<file path="src/rtl/i2c_txn_arbiter_if.sv">
// i2c_txn_arbiter_if: bundle of the requester-side and controller-side
// signals of the I2C transaction arbiter.
//   requester side : req, req_addr, req_wdata, req_rw -> gnt, done, err, rdata, busy
//   controller side: m_enable, m_addr, m_data_in, m_rw -> m_ready, m_data_out
// modport slave  : the arbiter's view.
// modport master : the view of the environment (requesters + controller).
interface i2c_txn_arbiter_if #(parameter int NREQ = 4);
  logic [NREQ-1:0]   req;
  logic [7*NREQ-1:0] req_addr;
  logic [8*NREQ-1:0] req_wdata;
  logic [NREQ-1:0]   req_rw;
  logic [NREQ-1:0]   gnt;
  logic [NREQ-1:0]   done;
  logic [NREQ-1:0]   err;
  logic [7:0]        rdata;
  logic              busy;
  logic              m_enable;
  logic [6:0]        m_addr;
  logic [7:0]        m_data_in;
  logic              m_rw;
  logic              m_ready;
  logic [7:0]        m_data_out;

  modport slave (
    input  req, req_addr, req_wdata, req_rw, m_ready, m_data_out,
    output gnt, done, err, rdata, busy, m_enable, m_addr, m_data_in, m_rw
  );
  modport master (
    output req, req_addr, req_wdata, req_rw, m_ready, m_data_out,
    input  gnt, done, err, rdata, busy, m_enable, m_addr, m_data_in, m_rw
  );
endinterface

</file>
<file path="src/rtl/i2c_txn_arbiter.sv">
// i2c_txn_arbiter: round-robin arbiter sharing one I2C controller between
// NREQ requesters. One single-byte read/write per grant, an EN_CYCLES wide
// enable pulse to the controller, completion tracked on m_ready, and a
// TIMEOUT cycle abort that reports err together with done.
// Ports:
//   i_clk : clock, rising edge
//   i_rst : asynchronous reset, active low
//   bus   : i2c_txn_arbiter_if.slave (requester and controller signals)
module i2c_txn_arbiter #(
  parameter int NREQ      = 4,
  parameter int EN_CYCLES = 5,
  parameter int TIMEOUT   = 1023
) (
  input  logic                i_clk,
  input  logic                i_rst,
  i2c_txn_arbiter_if.slave    bus
);
  localparam int IW = (NREQ > 1) ? $clog2(NREQ) : 1;
  localparam int TW = $clog2(TIMEOUT + 1);
  localparam int EW = $clog2(EN_CYCLES + 1);

  localparam logic [2:0] S_IDLE  = 3'd0;
  localparam logic [2:0] S_ISSUE = 3'd1;
  localparam logic [2:0] S_WBUSY = 3'd2;
  localparam logic [2:0] S_WDONE = 3'd3;
  localparam logic [2:0] S_CMPL  = 3'd4;

  localparam logic [TW-1:0] T_MAX  = TW'(TIMEOUT);
  localparam logic [TW-1:0] T_LAST = TW'(TIMEOUT - 1);
  localparam logic [EW-1:0] E_LAST = EW'(EN_CYCLES - 1);

  logic [2:0]      r_state;
  logic [IW-1:0]   r_last, r_g;
  logic [NREQ-1:0] r_gnt;
  logic            r_done, r_err, r_en, r_rw, r_seen;
  logic [7:0]      r_rdata, r_wdata;
  logic [6:0]      r_addr;
  logic [TW-1:0]   r_tcnt;
  logic [EW-1:0]   r_ecnt;

  logic            w_found, w_tmo;
  logic [IW-1:0]   w_win;
  logic [NREQ-1:0] w_oh;

  // (base + k) mod NREQ for 1 <= k <= NREQ
  function automatic logic [IW-1:0] f_idx(input logic [IW-1:0] base, input int k);
    int s;
    s = int'(base) + k;
    if (s >= NREQ) s = s - NREQ;
    return IW'(s);
  endfunction

  // Round-robin search starting one past the last served requester.
  always_comb begin
    w_found = 1'b0;
    w_win   = '0;
    w_oh    = '0;
    for (int k = 1; k <= NREQ; k++) begin
      if (!w_found && bus.req[f_idx(r_last, k)]) begin
        w_found = 1'b1;
        w_win   = f_idx(r_last, k);
      end
    end
    w_oh[w_win] = 1'b1;
  end

  // Counter reaches TIMEOUT on this edge.
  assign w_tmo = (r_tcnt >= T_LAST);

  always_ff @(posedge i_clk or negedge i_rst) begin
    if (!i_rst) begin
      r_state <= S_IDLE;
      r_last  <= IW'(NREQ - 1);
      r_g     <= '0;
      r_gnt   <= '0;
      r_done  <= 1'b0;
      r_err   <= 1'b0;
      r_en    <= 1'b0;
      r_rw    <= 1'b0;
      r_seen  <= 1'b0;
      r_rdata <= '0;
      r_wdata <= '0;
      r_addr  <= '0;
      r_tcnt  <= '0;
      r_ecnt  <= '0;
    end else begin
      r_done <= 1'b0;
      r_err  <= 1'b0;
      if (r_state != S_IDLE && r_tcnt != T_MAX) r_tcnt <= r_tcnt + 1'b1;
      case (r_state)
        S_IDLE: begin
          if (bus.m_ready && w_found) begin
            r_g     <= w_win;
            r_gnt   <= w_oh;
            r_addr  <= bus.req_addr[int'(w_win)*7 +: 7];
            r_wdata <= bus.req_wdata[int'(w_win)*8 +: 8];
            r_rw    <= bus.req_rw[w_win];
            r_tcnt  <= '0;
            r_ecnt  <= '0;
            r_seen  <= 1'b0;
            r_en    <= 1'b1;
            r_state <= S_ISSUE;
          end
        end
        S_ISSUE, S_WBUSY, S_WDONE: begin
          if (w_tmo) begin
            r_en    <= 1'b0;
            r_done  <= 1'b1;
            r_err   <= 1'b1;
            r_state <= S_CMPL;
          end else if (r_state == S_ISSUE) begin
            // controller may already have gone busy while enable is held
            if (!bus.m_ready) r_seen <= 1'b1;
            if (r_ecnt == E_LAST) begin
              r_en    <= 1'b0;
              r_state <= S_WBUSY;
            end else begin
              r_ecnt <= r_ecnt + 1'b1;
            end
          end else if (r_state == S_WBUSY) begin
            if (r_seen || !bus.m_ready) r_state <= S_WDONE;
          end else if (bus.m_ready) begin
            // done/rdata are registered here so they are visible during COMPLETE
            r_done  <= 1'b1;
            if (r_rw) r_rdata <= bus.m_data_out;
            r_state <= S_CMPL;
          end
        end
        S_CMPL: begin
          r_last  <= r_g;
          r_gnt   <= '0;
          r_state <= S_IDLE;
        end
        default: r_state <= S_IDLE;
      endcase
    end
  end

  assign bus.gnt       = r_gnt;
  assign bus.done      = r_done ? r_gnt : '0;
  assign bus.err       = r_err  ? r_gnt : '0;
  assign bus.rdata     = r_rdata;
  assign bus.busy      = (r_state != S_IDLE);
  assign bus.m_enable  = r_en;
  assign bus.m_addr    = r_addr;
  assign bus.m_data_in = r_wdata;
  assign bus.m_rw      = r_rw;
endmodule

</file>
<file path="src/flat_wrapper.sv">
// flat-port wrapper written by rule: the top's interface ports become plain ports
module i2c_txn_arbiter_flat 
#(
  parameter int NREQ      = 4,
  parameter int EN_CYCLES = 5,
  parameter int TIMEOUT   = 1023
)
  (i_clk, i_rst, bus_req, bus_req_addr, bus_req_wdata, bus_req_rw, bus_m_ready, bus_m_data_out, bus_gnt, bus_done, bus_err, bus_rdata, bus_busy, bus_m_enable, bus_m_addr, bus_m_data_in, bus_m_rw);
  i2c_txn_arbiter_if #(.NREQ(NREQ)) bus_i ();
  input  logic i_clk;
  input  logic i_rst;
  input wire logic [$bits(bus_i.req)-1:0] bus_req;
  input wire logic [$bits(bus_i.req_addr)-1:0] bus_req_addr;
  input wire logic [$bits(bus_i.req_wdata)-1:0] bus_req_wdata;
  input wire logic [$bits(bus_i.req_rw)-1:0] bus_req_rw;
  input wire logic [$bits(bus_i.m_ready)-1:0] bus_m_ready;
  input wire logic [$bits(bus_i.m_data_out)-1:0] bus_m_data_out;
  output wire logic [$bits(bus_i.gnt)-1:0] bus_gnt;
  output wire logic [$bits(bus_i.done)-1:0] bus_done;
  output wire logic [$bits(bus_i.err)-1:0] bus_err;
  output wire logic [$bits(bus_i.rdata)-1:0] bus_rdata;
  output wire logic [$bits(bus_i.busy)-1:0] bus_busy;
  output wire logic [$bits(bus_i.m_enable)-1:0] bus_m_enable;
  output wire logic [$bits(bus_i.m_addr)-1:0] bus_m_addr;
  output wire logic [$bits(bus_i.m_data_in)-1:0] bus_m_data_in;
  output wire logic [$bits(bus_i.m_rw)-1:0] bus_m_rw;
  assign bus_i.req = bus_req;
  assign bus_i.req_addr = bus_req_addr;
  assign bus_i.req_wdata = bus_req_wdata;
  assign bus_i.req_rw = bus_req_rw;
  assign bus_i.m_ready = bus_m_ready;
  assign bus_i.m_data_out = bus_m_data_out;
  assign bus_gnt = bus_i.gnt;
  assign bus_done = bus_i.done;
  assign bus_err = bus_i.err;
  assign bus_rdata = bus_i.rdata;
  assign bus_busy = bus_i.busy;
  assign bus_m_enable = bus_i.m_enable;
  assign bus_m_addr = bus_i.m_addr;
  assign bus_m_data_in = bus_i.m_data_in;
  assign bus_m_rw = bus_i.m_rw;
  i2c_txn_arbiter #(.NREQ(NREQ), .EN_CYCLES(EN_CYCLES), .TIMEOUT(TIMEOUT)) u_core (.i_clk(i_clk), .i_rst(i_rst), .bus(bus_i));
endmodule
</file>
<file path="config.mk">
export PLATFORM = sky130hd
export DESIGN_NAME = i2c_txn_arbiter_flat
export DESIGN_NICKNAME = d
export VERILOG_FILES = /design/src/rtl/i2c_txn_arbiter_if.sv /design/src/rtl/i2c_txn_arbiter.sv /design/src/flat_wrapper.sv
export SDC_FILE = /design/constraint.sdc
export NUM_CORES = 1
export LEC_CHECK = 0
export BUFFER_PORTS_ARGS = -buffer_cell sky130_fd_sc_hd__buf_4
export CAP_MARGIN = 10
export CORE_MARGIN = 3
export CORE_UTILIZATION = 49
export CTS_CLUSTER_DIAMETER = 80
export DETAILED_ROUTE_END_ITERATION = 8
export MAX_ROUTING_LAYER = met4
export PLACE_DENSITY = 0.79
export RECOVER_POWER = 100
export SYNTH_ARGS = -nofsm -noshare
export SYNTH_HDL_FRONTEND = slang
export SYNTH_SLANG_ARGS = --single-unit
export TNS_END_PERCENT = 20
</file>
<file path="constraint.sdc">
create_clock -name i_clk -period 3.45 [get_ports i_clk]
set_input_delay 0.345 -clock i_clk [delete_from_list [all_inputs] [get_ports i_clk]]
set_output_delay 0.345 -clock i_clk [all_outputs]
set_load 0.05 [all_outputs]
</file>
Word-level counts from Yosys, hierarchy flattened
Index checks and enable logic that the tools add are counted.

Register bits after elaboration: 52. Bits of input ports: 79. Output and inout port bits: 38.

Add/subtract/negate cells: 10. Multipliers: 1. Magnitude comparators: 11. Equal/unequal tests: 16. Shifts and indexed selects: 2. Multiplexer cells: 61. Bitwise operators: 3. Reduce and logical (&&, ||, !) cells: 23.

Operators by type and width (count): $mux W3 (11); $shiftx A28 B32 Y7 (1); $shiftx A32 B6 Y8 (1); $mux W10 (3); $mux W1 (25); $mux W2 (8); $lt A2 B3 Y1 const B (5); $mux W4 (3); $pmux W3 S2 (2); $add A10 B1 Y10 const B (1); $bmux W1 S2 (5); $ge A10 B10 Y1 const B (1); $ne A10 B10 Y1 const B (1); $reduce_and A5 Y1 (2); $ge A3 B3 Y1 const B (3); $pmux W4 S2 (1); $reduce_and A4 Y1 (2); $sub A2 B1 Y2 const B (4); $add A2 B2 Y3 const B (2); $eq A3 B2 Y1 const B (2); $eq A3 B3 Y1 const B (2); $logic_and A1 B1 Y1 (6); $ne A2 B2 Y1 const B (3); $ne A3 B1 Y1 const B (2); other kinds (22) (31).

Longest topological paths before layout
Gate-level depths: netlist of run 1.

Depth after elaboration: 21. Mapped depth: 8.

Worst setup path before layout of run 1
Ideal clock, no wire load.

Path type: register to register. Start point: reg u_core.r_tcnt[0]. End point: reg u_core.r_rdata[0] (netlist: u_core.bus.rdata[0]). Arrival time: 1.694 ns. Path slack: 1.632 ns. Cell stages (with the launch flop): 7. Period minus slack after synthesis: 1.818 ns. Cells stage by stage: dfrtp_1 -> inv_1 -> ha_1 -> o211ai_2 -> nor3_2 -> nor4b_4 -> mux2_2.

Cells in the longest elaborated chain, start to end: 3.

RTL lines: from (decl) (RTL line i2c_txn_arbiter.sv:38) `logic [TW-1:0] r_tcnt;`; from (signal assigned) (RTL line i2c_txn_arbiter.sv:89) `if (r_state != S_IDLE && r_tcnt != T_MAX) r_tcnt <= r_tcnt + 1'b1;`; $ge A10 B10 Y1 (RTL line i2c_txn_arbiter.sv:68) `assign w_tmo = (r_tcnt >= T_LAST);`; $not A1 Y1 (no line); $reduce_and A6 Y1 (no line); to (signal assigned) (RTL line i2c_txn_arbiter.sv:125) `if (r_rw) r_rdata <= bus.m_data_out;`; to (decl) (RTL line i2c_txn_arbiter.sv:36) `logic [7:0] r_rdata, r_wdata;`.

No other way between the ends. A chain may end at the register's enable or synchronous reset.

Final worst setup path of run 1
Start point: reg u_core.r_state[1]. End point: reg u_core.r_wdata[0] (netlist: u_core.bus.m_data_in[0]).

Cells in the longest elaborated chain, start to end: 2.

RTL lines: from (decl) (RTL line i2c_txn_arbiter.sv:32) `logic [2:0] r_state;`; from (signal assigned) (RTL line i2c_txn_arbiter.sv:72) `r_state <= S_IDLE;`; from (signal assigned) (RTL line i2c_txn_arbiter.sv:102) `r_state <= S_ISSUE;`; from (signal assigned) (RTL line i2c_txn_arbiter.sv:110) `r_state <= S_CMPL;`; $logic_not A3 Y1 (RTL line i2c_txn_arbiter.sv:90) `case (r_state)`; $reduce_and A2 Y1 (no line); to (signal assigned) (RTL line i2c_txn_arbiter.sv:96) `r_wdata <= bus.req_wdata[int'(w_win)*8 +: 8];`; to (decl) (RTL line i2c_txn_arbiter.sv:36).

No other way between the ends.

==> results by stage, run 1 <==
Final layout:
- The utilization after layout is 64.61%.
- The area added between synthesis and finish is 24.08%.
- Of the cells placed in the final design, the portion with a size suffix greater than 1 is 26.34%.
- The number of antenna diodes in the final layout is 0.
- The final net count is 511.
- The total of fill cells in the finished design is 540.

Clock tree:
- The clock net in this run drives a total of 52 sinks.
- The number of buffers added for setup after CTS is 0.
- The buffer cell driving the clock tree root is clkbuf_8.
- The total number of H-tree levels is 2.
- The post-CTS resize count is 0.
- In this run, post-CTS hold repair placed 0 buffers.
- The clock slew at the register clock pins of the worst setup and hold paths is 0.10 ns.
- The clock buffer count from CTS is 5.
- The largest buffer count on any clock path is 2.
- Clock latency on the worst-skew pair, taken at its later pin, is 0.31 ns.
- The TritonCTS clock tree is done.

Die:
- The area of the core is 0.006096 mm2.
- For this configuration, the core starts out at a cell density of 52.07%.
- The floorplan step defined a die boundary enclosing 0.007480 mm2.
- In this run the horizontal extent of the chip is 86.49 um.
- The total number of placement rows is 28.
- In this run the count of I/O pins placed on the die edge is 117.
- The floorplan die height is 86.49 um.

Pwr:
- The combinational fraction of design power is 52.0%.
- The clock network is responsible for 13.6% of the overall power.
- Of the total power, registers draw 34.3%.
- Of the total power, the share spent switching nets is 50.55%.
- The power density of the placed cells is 808.5 mW/mm2.
- In this run the static leakage power is 0.001658 uW.
- VDD sags by at most 0.0004892 V.
- The analysis attributes to net switching a power of 1610 uW.
- The internal power contribution is 1575 uW.

Setup path:
- The worst register-to-register path has a depth of 7.
- For this run, the slowest stage of the critical path takes 0.54 ns.
- The worst flop-to-flop path endpoint is u_core.bus.m_data_in[0]$_DFFE_PN0P_.
- The cell seen most often among critical-path stages is nor2_1.
- Tracing the worst setup path back leads to its startpoint at u_core.r_state[1]$_DFFE_PN0P_.
- The critical path goes through nor3_4, inv_1, nor2_1, buf_4, clkbuf_1, nor2_1, a31oi_1.
- The required time at the worst-slack endpoint is 3.69 ns.
- The most critical setup path has its endpoint at u_core.bus.m_data_in[0]$_DFFE_PN0P_.
- The critical path is of the reg2reg type.
- Data on the critical path arrives at its endpoint at 2.87 ns.
- The slowest stage of the critical path is the nor2_1 cell.
- In this run the register-to-register setup slack is 0.82 ns.
- The largest driver fanout on the critical path is 13.
- STA classifies the critical path startpoint as a register.
- The startpoint identified for the worst register-to-register timing path is u_core.r_state[1]$_DFFE_PN0P_.
- The worst setup path is captured at a register.

Global route:
- The number of antenna violations at the first check in global routing is 0.
- The global-route congestion overflow total is 0.
- The first global-routing pass estimated 14.69 mm of wire.
- The number of global-route vias before repair was 3049.
- The global router's overall resource usage is 25.22%.
- The largest net degree at the start of global routing is 53.

Routing:
- The final routed DRC violation total is 0.
- The total via count after detailed routing is 3018.
- Once detail routing completed, the nets flagged for antenna violations numbered 0.
- The total length of routed wires is 9.004 mm.
- After the first detailed-routing iteration, the DRC count stood at 190.
- Before antenna repair, the detailed router went through 4 iterations.
- The average via count per standard cell is 5.988.
- The per-cell routed wire length is 17.87 um.

Timing:
- The maximum achievable frequency is 379.7 MHz.
- The worst clock skew is 0.005056 ns.
- The total count of max-transition violations in the final report is 0.
- Counting I/O delays and the setup requirement, the final critical path takes 2.634 ns.
- Measured against its own limit, the worst slew margin works out to 23.31%.
- Setup repair after global routing left no endpoint under its margin.
- The final hold violation count is 0.
- The total setup violations reported at the end of the flow is 0.
- Summed over all failing endpoints, the final setup total negative slack is 0 ns.
- The final critical path takes up 76.34% of the cycle.
- For the pin with the worst max-slew slack, the measured transition is 1.142 ns.

Yosys:
- For this run, the number of Yosys warnings is 0.
- The area share of the largest cell type after synthesis is 39.42%.
- The cell type with the largest total area after synthesis is dfrtp_1.
- Counting flops with an async set or reset pin after synthesis yields a share of 100.0%.
- The number of nets handed over by synthesis was 410.
- By area the synthesized netlist is led by dfrtp_1 39%, and2_1 5.1%, a32oi_1 4.4%.
- The main flop type after synthesis is dfrtp_1.
- The share of the Yosys chip area taken by registers is 41.07%.
- Synthesis handed over a netlist of 327 instances.
- Yosys mapped a number of flops with a built-in enable equal to 0.
- In this run the cell area of the synthesized design comes to 0.003174 mm2.
- The count of different cell masters after synthesis is 65.
- Synthesis inferred 52 register bits.
- The average footprint of a synthesized cell is 9.707 um2.

Place:
- Once detailed placement completed, the half-perimeter wirelength came to 6.377 mm.
- The final RePlAce weighted congestion is 0.9312.
- Input and output buffers added on the ports amount to 116.

Hold path:
- The path class of the tightest hold or removal check is in2async.

Outcome:
- The run finished with clean final reports.

Job:
- Across the run, the number of max-cap violations was 0.
## power groups by stage
stage,Sequential (uW),Combinational (uW),Clock (uW)
final,1090,1660,434
after global routing,1130,1790,466
after CTS,1100,1850,445
after detailed placement,1110,1850,0
after global placement,1100,1820,0
after floorplan,1580,861,0
## routing by layer
layer	GRT usage (%)	vias to the layer above	share of wire, %
li1	-	1436	-
met1	33.31	1450	43
met2	40.96	119	49
met3	3.422	13	6.1
met4	6.799	0	1.8
met5	-	-	0
## stage by stage
step / cell area [um2] / setup WS, ns / hold slack (ns) / power, uW / std cells
5_1_grt: 3939 / 0.5920 / 0.1153 / 3391 / 504
2_1_floorplan: 3174 / 1.632 / 0.04941 / 2437 / 327
6_report: 3939 / 0.8161 / 0.06024 / 3185 / 504
3_3_place_gp: 4005 / 1.434 / 0.4192 / 2913 / 496
4_1_cts: 4116 / 1.294 / 0.08190 / 3389 / 504
3_5_place_dp: 4005 / 1.314 / 0.4262 / 2952 / 496
## sequential cells by signal, indices dropped and copies added, names as in the netlist, 2 cells and up
name	count
u_core.r_state	3
u_core.r_last	2
u_core.bus.gnt	4
u_core.bus.m_data_in	8
u_core.r_g	2
u_core.bus.rdata	8
u_core.bus.m_addr	7
u_core.r_ecnt	3
u_core.r_tcnt	10
## cell families (layout without fill, tap and decap cells)
kind of cell	after synthesis	count (layout)	synth area share [%]
xor gates and xnor gates	3	3	0.8279
DFF	52	52	41.07
adders and majority gates	4	4	1.577
AOI/OAI and AO/OA	101	101	24.04
buffers and inverters	32	134	5.873
and+or+nand+nor	120	120	21.29
muxes	15	15	5.321
## area by class of cell
cell class / instances / area, um2 / area share [%]
multi-input cells: 243 / 1653 / 41.96
flip-flops and latches: 52 / 1304 / 33.10
repair buffers: 120 / 754.5 / 19.16
well taps: 75 / 93.84 / 2.382
clock buffers: 6 / 72.57 / 1.842
clock inverters: 2 / 38.79 / 0.9848
inverters: 6 / 22.52 / 0.5718
## cells in the mapped netlist, drive strengths merged, types with 2 or more instances
cell type / n
or3: 2
nor4b: 2
a2111oi: 2
xnor2: 3
a31oi: 18
mux2: 12
o21ai: 24
nor3: 6
clkbuf: 5
inv: 6
mux2i: 3
and3: 3
nand2: 19
o21a: 2
nor2b: 4
nor2: 32
a41oi: 16
o311ai: 2
a32oi: 16
a21oi: 6
nand4: 3
nand2b: 4
ha: 4
dfstp: 2
nand3: 12
o31a: 2
buf: 21
dfrtp: 50
and2: 26
## placed cells by master, fill, tap and decap left out, types with 5 or more instances in the layout
master and n:
a32oi_1 16, nor2_1 32, nand3_1 11, dfrtp_1 50, o21ai_0 22, nand2_1 18, a41oi_1 16, and2_1 26
buf_4 81, mux2_2 10, clkbuf_1 40, inv_1 6, clkbuf_8 5, a21oi_1 6, a31oi_1 18
## critical path, delay by kind of cell, from the launching register on
kind	cells	cell delay, ns
AO/OA/AOI/OAI	1	0.17
flip-flops	1	0.52
AND/OR/NAND/NOR	3	0.96
buffers and inverters	3	0.91
## worst min-delay path by stage
stage,from,end,slack [ns],cells past startpoint
after detailed placement,i_rst,u_core.r_tcnt[0]$_DFF_PN0_,0.43,1
after global placement,i_rst,u_core.r_tcnt[0]$_DFF_PN0_,0.42,1
after CTS,i_rst,u_core.r_tcnt[0]$_DFF_PN0_,0.08,1
after global routing,i_rst,u_core.bus.m_enable$_DFFE_PN0P_,0.12,1
after floorplan,i_rst,u_core.bus.gnt[0]$_DFFE_PN0P_,0.05,0
final,i_rst,u_core.r_tcnt[0]$_DFF_PN0_,0.06,1
No activity file was read; power rests on OpenSTA's default activity.
==> run 2: changes to the inputs <==
==> constraint.sdc (replaced) <==
create_clock -name i_clk -period 2.73 [get_ports i_clk]
set_input_delay 0.273 -clock i_clk [delete_from_list [all_inputs] [get_ports i_clk]]
set_output_delay 0.273 -clock i_clk [all_outputs]
set_load 0.05 [all_outputs]
==> run 2 against run 1 <==
Compared with the run above: routed wire length shrank 0.97%; combinational power grew 28%; clock power grew 43%; worst hold slack gained 0.13 ns; total power grew 29%; critical path depth shrank 1; sequential share of layout area shrank 0.33 points; final cell count grew 0.20%; non-clock buffer count grew 1; critical endpoint is now u_core.r_ecnt[1]$_DFFE_PN0P_; highest routed layer unchanged.
==> results by stage, run 2 (same netlist as run 1, synthesis figures left out) <==
Outcome:
- The flow ran to the end, and the final reports show no timing, DRC or antenna violations.

Place:
- The post-placement setup slack is 0.6499 ns (-0.6642 ns).
- The count of port buffers added during placement is 116 (unchanged).
- The placed standard-cell area is 0.004013 mm2 (+0.19%).
- The final RePlAce weighted congestion is 0.8564 (-8.0%).
- The half-perimeter wire length after detailed placement is 6.522 mm (+2.3%).
- The number of instances in the placed design is 497 (+0.20%).

Clock tree:
- The total number of H-tree levels is 2 (unchanged).
- The count of clock tree sinks was 52 (unchanged).
- The post-CTS resize count came to 0 (unchanged).
- The clock network latency to the later pin of the worst-skew pair is 0.31 ns (about the same).
- The hold buffer count at cts is 0 (unchanged).
- The buffer cell driving the clock tree root is clkbuf_8.
- The clock buffer count from CTS is 5 (unchanged).
- The largest buffer count on any clock path is 2 (unchanged).
- The TritonCTS clock tree is done.
- The clock slew at the register clock pins of the worst setup and hold paths is 0.10 ns (about the same).
- The number of buffers added for setup after CTS came to 0 (unchanged).

Setup path:
- The startpoint kind of the worst setup timing path is a register.
- The category of the most critical setup path is reg2reg.
- The combined buffer and inverter count along the critical path came to 2 (-1).
- The worst stage delay on the critical path is 0.52 ns (-0.02 ns).
- The data arrival at the endpoint of the critical path is 2.44 ns (-0.43 ns).
- Grouping stages by cell kind, the critical path spends the most delay in simple AND/OR/NAND/NOR gates.
- The worst setup path is captured at a register.
- Walking the worst path, the cells encountered are nor3_4, inv_1, nor2_1, clkbuf_1, nor2_1, mux2_1.
- The cell that appears most often on the critical path is nor2_1.
- The required time at the worst-slack endpoint is 2.91 ns (-0.78 ns).
- The largest individual stage delay along the critical path comes from the cell dfrtp_1.
- The largest driver fanout on the critical path came to 11 (-2).

Routing:
- The total via count after detailed routing is 3003 (-0.50%).
- The number of nets with antenna violations after detailed routing is 0 (unchanged).
- The per-cell routed wire length is 17.66 um (-1.2%).
- The final routed DRC violation total is 0 (unchanged).
- The total length of routed wires was 8.917 mm (-0.97%).
- The average via count per standard cell is 5.947 (-0.69%).
- The number of detailed-route iterations in the first pass was 5 (+1).
- The detailed router's first-iteration violation count is 229 (+21%).

Final layout:
- The top register by number of flip-flops is u_core.r_tcnt.
- The number of flip-flops under the largest register name is 10 (unchanged).
- The final cell count without fillers is 505 (+0.20%).
- The cell area after layout is 0.003979 mm2 (+1.0%).
- In the layout the commonest cells are 80 x buf_4, 50 x dfrtp_1, 40 x clkbuf_1, 32 x nor2_1, 25 x and2_1.
- The antenna diode instance count is 0 (unchanged).
- The proportion of layout cells with a drive suffix above 1 came to 26.98% (+0.64 points).
- The final net count is 512 (+0.20%).
- The leading cell type in the layout, fill and taps excluded is buf_4.
- The area added between synthesis and finish is 25.35%.

Global route:
- The global routing met2 resource utilization was 39.29% (-1.7 points).
- The met1 usage in global routing was 34.80% (+1.5 points).
- The number of global-route vias before repair is 2903 (-4.8%).
- The met3 usage is 2.757% (-0.67 points).
- The first-pass GRT wire length came to 14.39 mm (-2.0%).
- The highest-utilization routing layer at the global route stage is met2.
- The global router's overall resource usage is 24.96% (-0.25 points).
- The number of antenna violations at the first check in global routing came to 0 (unchanged).
- The global-route congestion overflow total is 0 (unchanged).
- The largest net degree at the start of global routing is 53 (unchanged).

Die:
- The top-level I/O count came to 117 (unchanged).
- The die width is 86.49 um (unchanged).
- The floorplan die height is 86.49 um (unchanged).
- The total number of placement rows is 28 (unchanged).
- The effective utilization at floorplan is 52.07% (unchanged).
- The floorplan die area is 0.007480 mm2 (unchanged).
- The area of the core is 0.006096 mm2 (unchanged).

Timing:
- The setup total negative slack came to 0 ns (unchanged).
- The maximum achievable frequency is 441.6 MHz (+16%).
- The clock period minus worst slack came to 2.265 ns (-0.3693 ns).
- Setup repair after global routing left no endpoint under its margin.
- The total count of max-transition violations in the final report was 0 (unchanged).
- The worst setup slack after layout is 0.4654 ns (-0.3507 ns).
- The ratio of final minimum period to clock period was 82.95% (+6.6 points).
- The worst-margin pin slew came to 1.280 ns (+0.1385 ns).
- The worst clock skew is 0.01506 ns (+0.01000 ns).
- The normalized max-slew margin is 14.66% (-8.6 points).
- The final hold violation count came to 0 (unchanged).
- The total setup violations reported at the end of the flow was 0 (unchanged).

Hold path:
- The path category of the worst min-delay check is in2reg.

Job:
- The max-cap violation count was 0 (unchanged).

Pwr:
- The static leakage power is 0.001675 uW (+1.0%).
- The worst vdd rail ir drop is 0.0005961 V (+22%).
- The power density of the placed cells is 1036 mW/mm2 (+28%).
[run 2: cell count changes in the layout (fill, tap and decap cells not counted), sizes merged]
cell    previous run  this run
clkbuf            45        47
bufinv             1         2
inv                7         6
buf               81        80
[run 2: final timing paths]
check | start | to | slack [ns] | depth (start not counted)
setup reg to reg | u_core.r_state[1]$_DFFE_PN0P_ | u_core.r_ecnt[1]$_DFFE_PN0P_ | 0.47 | 6
max in group asynchronous | i_rst | u_core.r_tcnt[4]$_DFF_PN0_ | 1.72 | 1
hold / removal | bus_m_data_out[1] | u_core.bus.rdata[1]$_DFFE_PN0P_ | 0.19 | 2
hold reg to reg | u_core.r_g[1]$_DFFE_PN0P_ | u_core.r_g[1]$_DFFE_PN0P_ | 0.50 | 2
setup / recovery | u_core.r_state[1]$_DFFE_PN0P_ | u_core.r_ecnt[1]$_DFFE_PN0P_ | 0.47 | 6
min in group asynchronous | i_rst | u_core.bus.m_enable$_DFFE_PN0P_ | 0.23 | 1
[run 2: layout make-up]
type	count	area, um2
clock inverter	2	60.06
multi-input combinational	243	1669
timing repair buffer	121	757.0
clock buffer	6	72.57
inverter	6	22.52
fill	542	2117
sequential	52	1304
tap	75	93.84
[run 2: through the flow]
stage	util, %	hold slack [ns]	total power (uW)
detailed placement	65.83	0.3483	3756
global placement	65.83	0.3447	3684
finish	65.27	0.1890	4120
CTS	68.00	0.01533	4372
global route	65.27	0.1781	4376
floorplan	-	-0.02259	3079
[run 2: routing by layer]
layer / up-vias / part of all wire [%]
met5: - / 0
met1: 1437 / 43
li1: 1438 / -
met4: 0 / 1.4
met2: 120 / 49
met3: 8 / 6.2
[run 2: where the power goes]
group	switching (uW)	internal (uW)	leakage (uW)	total, uW
clock	252	367	0.0000654	619
sequential	285	1090	0.000633	1370
combinational	1500	630	0.000977	2130
total	2030	2090	0.00168	4120
[run 2: worst reg2reg max path, stage by stage (launching register included)]
cell	delay, ns
dfrtp_1	0.52
nor3_4	0.40
inv_1	0.21
nor2_1	0.19
clkbuf_1	0.44
nor2_1	0.07
mux2_1	0.31
==> run 3: changes to the inputs <==
==> constraint.sdc (replaced) <==
create_clock -name i_clk -period 2.12 [get_ports i_clk]
set_input_delay 0.212 -clock i_clk [delete_from_list [all_inputs] [get_ports i_clk]]
set_output_delay 0.212 -clock i_clk [all_outputs]
set_load 0.05 [all_outputs]
==> run 3 against run 2 <==
Compared with the run above: utilization rose by 1.5 points; final cell count rose by 3.0%; critical path depth did not move; combinational power rose by 36%; highest routed layer unchanged.
==> results by stage, run 3 (same netlist as run 1, synthesis figures left out) <==
Pwr:
- The part of the total power dissipated in the clock network is 13.3% (-1.7 points).
- The switching power summed over all nets was 2690 uW (+32%).
- The share of power burned in registers is 32.4% (-0.9 points).
- The static leakage power is 0.001737 uW (+3.7%).
- The power density of the placed cells came to 1316 mW/mm2 (+27%).
- The internal power contribution is 2665 uW (+28%).
- The overall power was 5355 uW (+30%).
- The worst vdd rail ir drop came to 0.0008785 V (+47%).
- The fraction of power spent switching nets is 50.24% (+0.85 points).
- The combinational fraction of design power is 54.2% (+2.5 points).

Outcome:
- The flow ran to the end, and the final reports show no timing, DRC or antenna violations.

Final layout:
- The total of fill cells in the finished design is 535 (-1.3%).
- The leading cell type in the layout, fill and taps excluded is buf_4.
- The cell area after layout came to 0.004070 mm2 (+2.3%).
- Ranked by flip-flop count, first place goes to u_core.r_tcnt.
- The area added between synthesis and finish is 28.22%.
- The number of flip-flops under the largest register name is 10 (unchanged).
- The antenna diode instance count is 0 (unchanged).
- The final net count is 527 (+2.9%).
- The proportion of layout cells with a drive suffix above 1 was 29.66% (+2.7 points).
- The utilization after layout is 66.77% (+1.5 points).
- The top cell types in the final layout, fill and taps aside, are 90 x buf_4, 50 x dfrtp_1, 40 x clkbuf_1, 32 x nor2_1, 26 x and2_1.

Routing:
- The per-cell routed wire length is 17.86 um (+1.2%).
- The detailed router's first-iteration violation count is 204 (-11%).
- The average via count per standard cell is 5.938 (-0.14%).
- The number of detailed-route iterations in the first pass came to 4 (-1).
- The total length of routed wires was 9.288 mm (+4.2%).
- The final routed DRC violation total is 0 (unchanged).
- The total via count after detailed routing is 3088 (+2.8%).
- The number of nets with antenna violations after detailed routing is 0 (unchanged).

Die:
- The die width was 86.49 um (unchanged).
- The floorplan die height is 86.49 um (unchanged).
- The effective utilization at floorplan came to 52.07% (unchanged).
- The floorplan die area is 0.007480 mm2 (unchanged).
- The top-level I/O count is 117 (unchanged).
- The area of the core was 0.006096 mm2 (unchanged).
- The total number of placement rows was 28 (unchanged).

Global route:
- The global-route congestion overflow total is 0 (unchanged).
- The largest net degree at the start of global routing is 53 (unchanged).
- The first-pass GRT wire length came to 15.22 mm (+5.8%).
- The number of global-route vias before repair is 3091 (+6.5%).
- The number of antenna violations at the first check in global routing is 0 (unchanged).
- The global router's overall resource usage is 26.42% (+1.5 points).

Clock tree:
- The clock slew at the register clock pins of the worst setup and hold paths is 0.10 ns (about the same).
- The largest buffer count on any clock path was 2 (unchanged).
- The hold buffer count at cts came to 1 (+1).
- The total number of H-tree levels came to 2 (unchanged).
- The number of buffers added for setup after CTS is 0 (unchanged).
- TritonCTS built the clock tree.
- The count of clock tree sinks is 52 (unchanged).
- The post-CTS resize count is 0 (unchanged).
- In this run the clock root is driven by a clkbuf_8.
- The clock network latency to the later pin of the worst-skew pair is 0.32 ns (about the same).
- The clock buffer count from CTS is 5 (unchanged).

Place:
- The count of port buffers added during placement was 116 (unchanged).
- The final RePlAce weighted congestion came to 0.8726 (+1.9%).
- The placed standard-cell area is 0.004118 mm2 (+2.6%).
- The half-perimeter wire length after detailed placement is 6.943 mm (+6.4%).

Timing:
- The clock period minus worst slack is 1.982 ns (-0.2821 ns).
- The total setup violations reported at the end of the flow is 0 (unchanged).
- The worst-margin pin slew is 1.304 ns (+0.02377 ns).
- The worst clock skew is 0.01077 ns (-0.004290 ns).
- The maximum achievable frequency is 504.4 MHz (+14%).
- The setup total negative slack is 0 ns (unchanged).
- The normalized max-slew margin is 13.07% (-1.6 points).
- The total count of max-transition violations in the final report is 0 (unchanged).
- The final hold violation count is 0 (unchanged).
- The ratio of final minimum period to clock period is 93.51% (+11 points).
- Setup repair after global routing left no endpoint under its margin.

Job:
- The max-cap violation count is 0 (unchanged).

Setup path:
- The category of the most critical setup path is reg2reg.
- The worst setup path is captured at a register.
- The data arrival at the endpoint of the critical path is 2.19 ns (-0.25 ns).
- The startpoint kind of the worst setup timing path is a register.
- The required time at the worst-slack endpoint is 2.33 ns (-0.58 ns).
- The largest driver fanout on the critical path is 8 (-3).

Hold path:
- The path category of the worst min-delay check is in2reg.
==> run 3: critical path, cell delays in order, from the launching register on <==
cell and delay, ns:
dfrtp_1 0.44, inv_1 0.07, ha_1 0.21, o211ai_2 0.15
nor3_2 0.09, nor4b_4 0.53, mux2_2 0.40
==> run 3: worst paths after layout <==
kind,from,endpoint,slack (ns),cells past startpoint
worst max register to register,u_core.r_tcnt[0]$_DFF_PN0_,u_core.bus.rdata[0]$_DFFE_PN0P_,0.14,6
max in group asynchronous,i_rst,u_core.r_tcnt[1]$_DFF_PN0_,0.62,2
worst min-delay path,bus_m_data_out[1],u_core.bus.rdata[1]$_DFFE_PN0P_,0.12,2
worst max-delay path,u_core.r_tcnt[0]$_DFF_PN0_,u_core.bus.rdata[0]$_DFFE_PN0P_,0.14,6
min in group asynchronous,i_rst,u_core.r_tcnt[8]$_DFF_PN0_,0.72,2
worst min register to register,u_core.r_g[1]$_DFFE_PN0P_,u_core.r_g[1]$_DFFE_PN0P_,0.50,2
==> run 3: power groups by stage <==
stage               Clock (uW)  Combinational (uW)  Sequential, uW
finish                     715                2900            1740
global route               776                3120            1790
CTS                        733                3180            1740
detailed placement           0                3170            1760
global placement             0                3080            1740
floorplan                    0                1400            2560
==> run 3: cell type report <==
class | count | area [um2] | area share, %
clock buffer | 5 | 68.82 | 1.691
clock inverter | 3 | 46.29 | 1.137
inverter | 6 | 22.52 | 0.5533
multi-input combinational | 243 | 1674 | 41.13
sequential | 52 | 1304 | 32.03
tap | 75 | 93.84 | 2.306
timing repair buffer | 136 | 860.8 | 21.15
==> run 3: routing by layer <==
layer	vias to the layer above	wire length, um	global-route usage [%]
li1	1467	-	-
met1	1484	3948	34.29
met2	115	4558	41.86
met3	22	521	4.183
met4	0	260	9.773
met5	-	0	-
==> run 3: through the flow <==
step | worst slack [ns] | hold slack [ns] | instances
floorplan | 0.3016 | -0.08359 | 327
global placement | 0.1793 | 0.2856 | 511
detailed placement | 0.1014 | 0.2936 | 511
CTS | 0.09826 | 0.1067 | 520
global route | 0.01609 | 0.1019 | 520
finish | 0.1375 | 0.1186 | 520
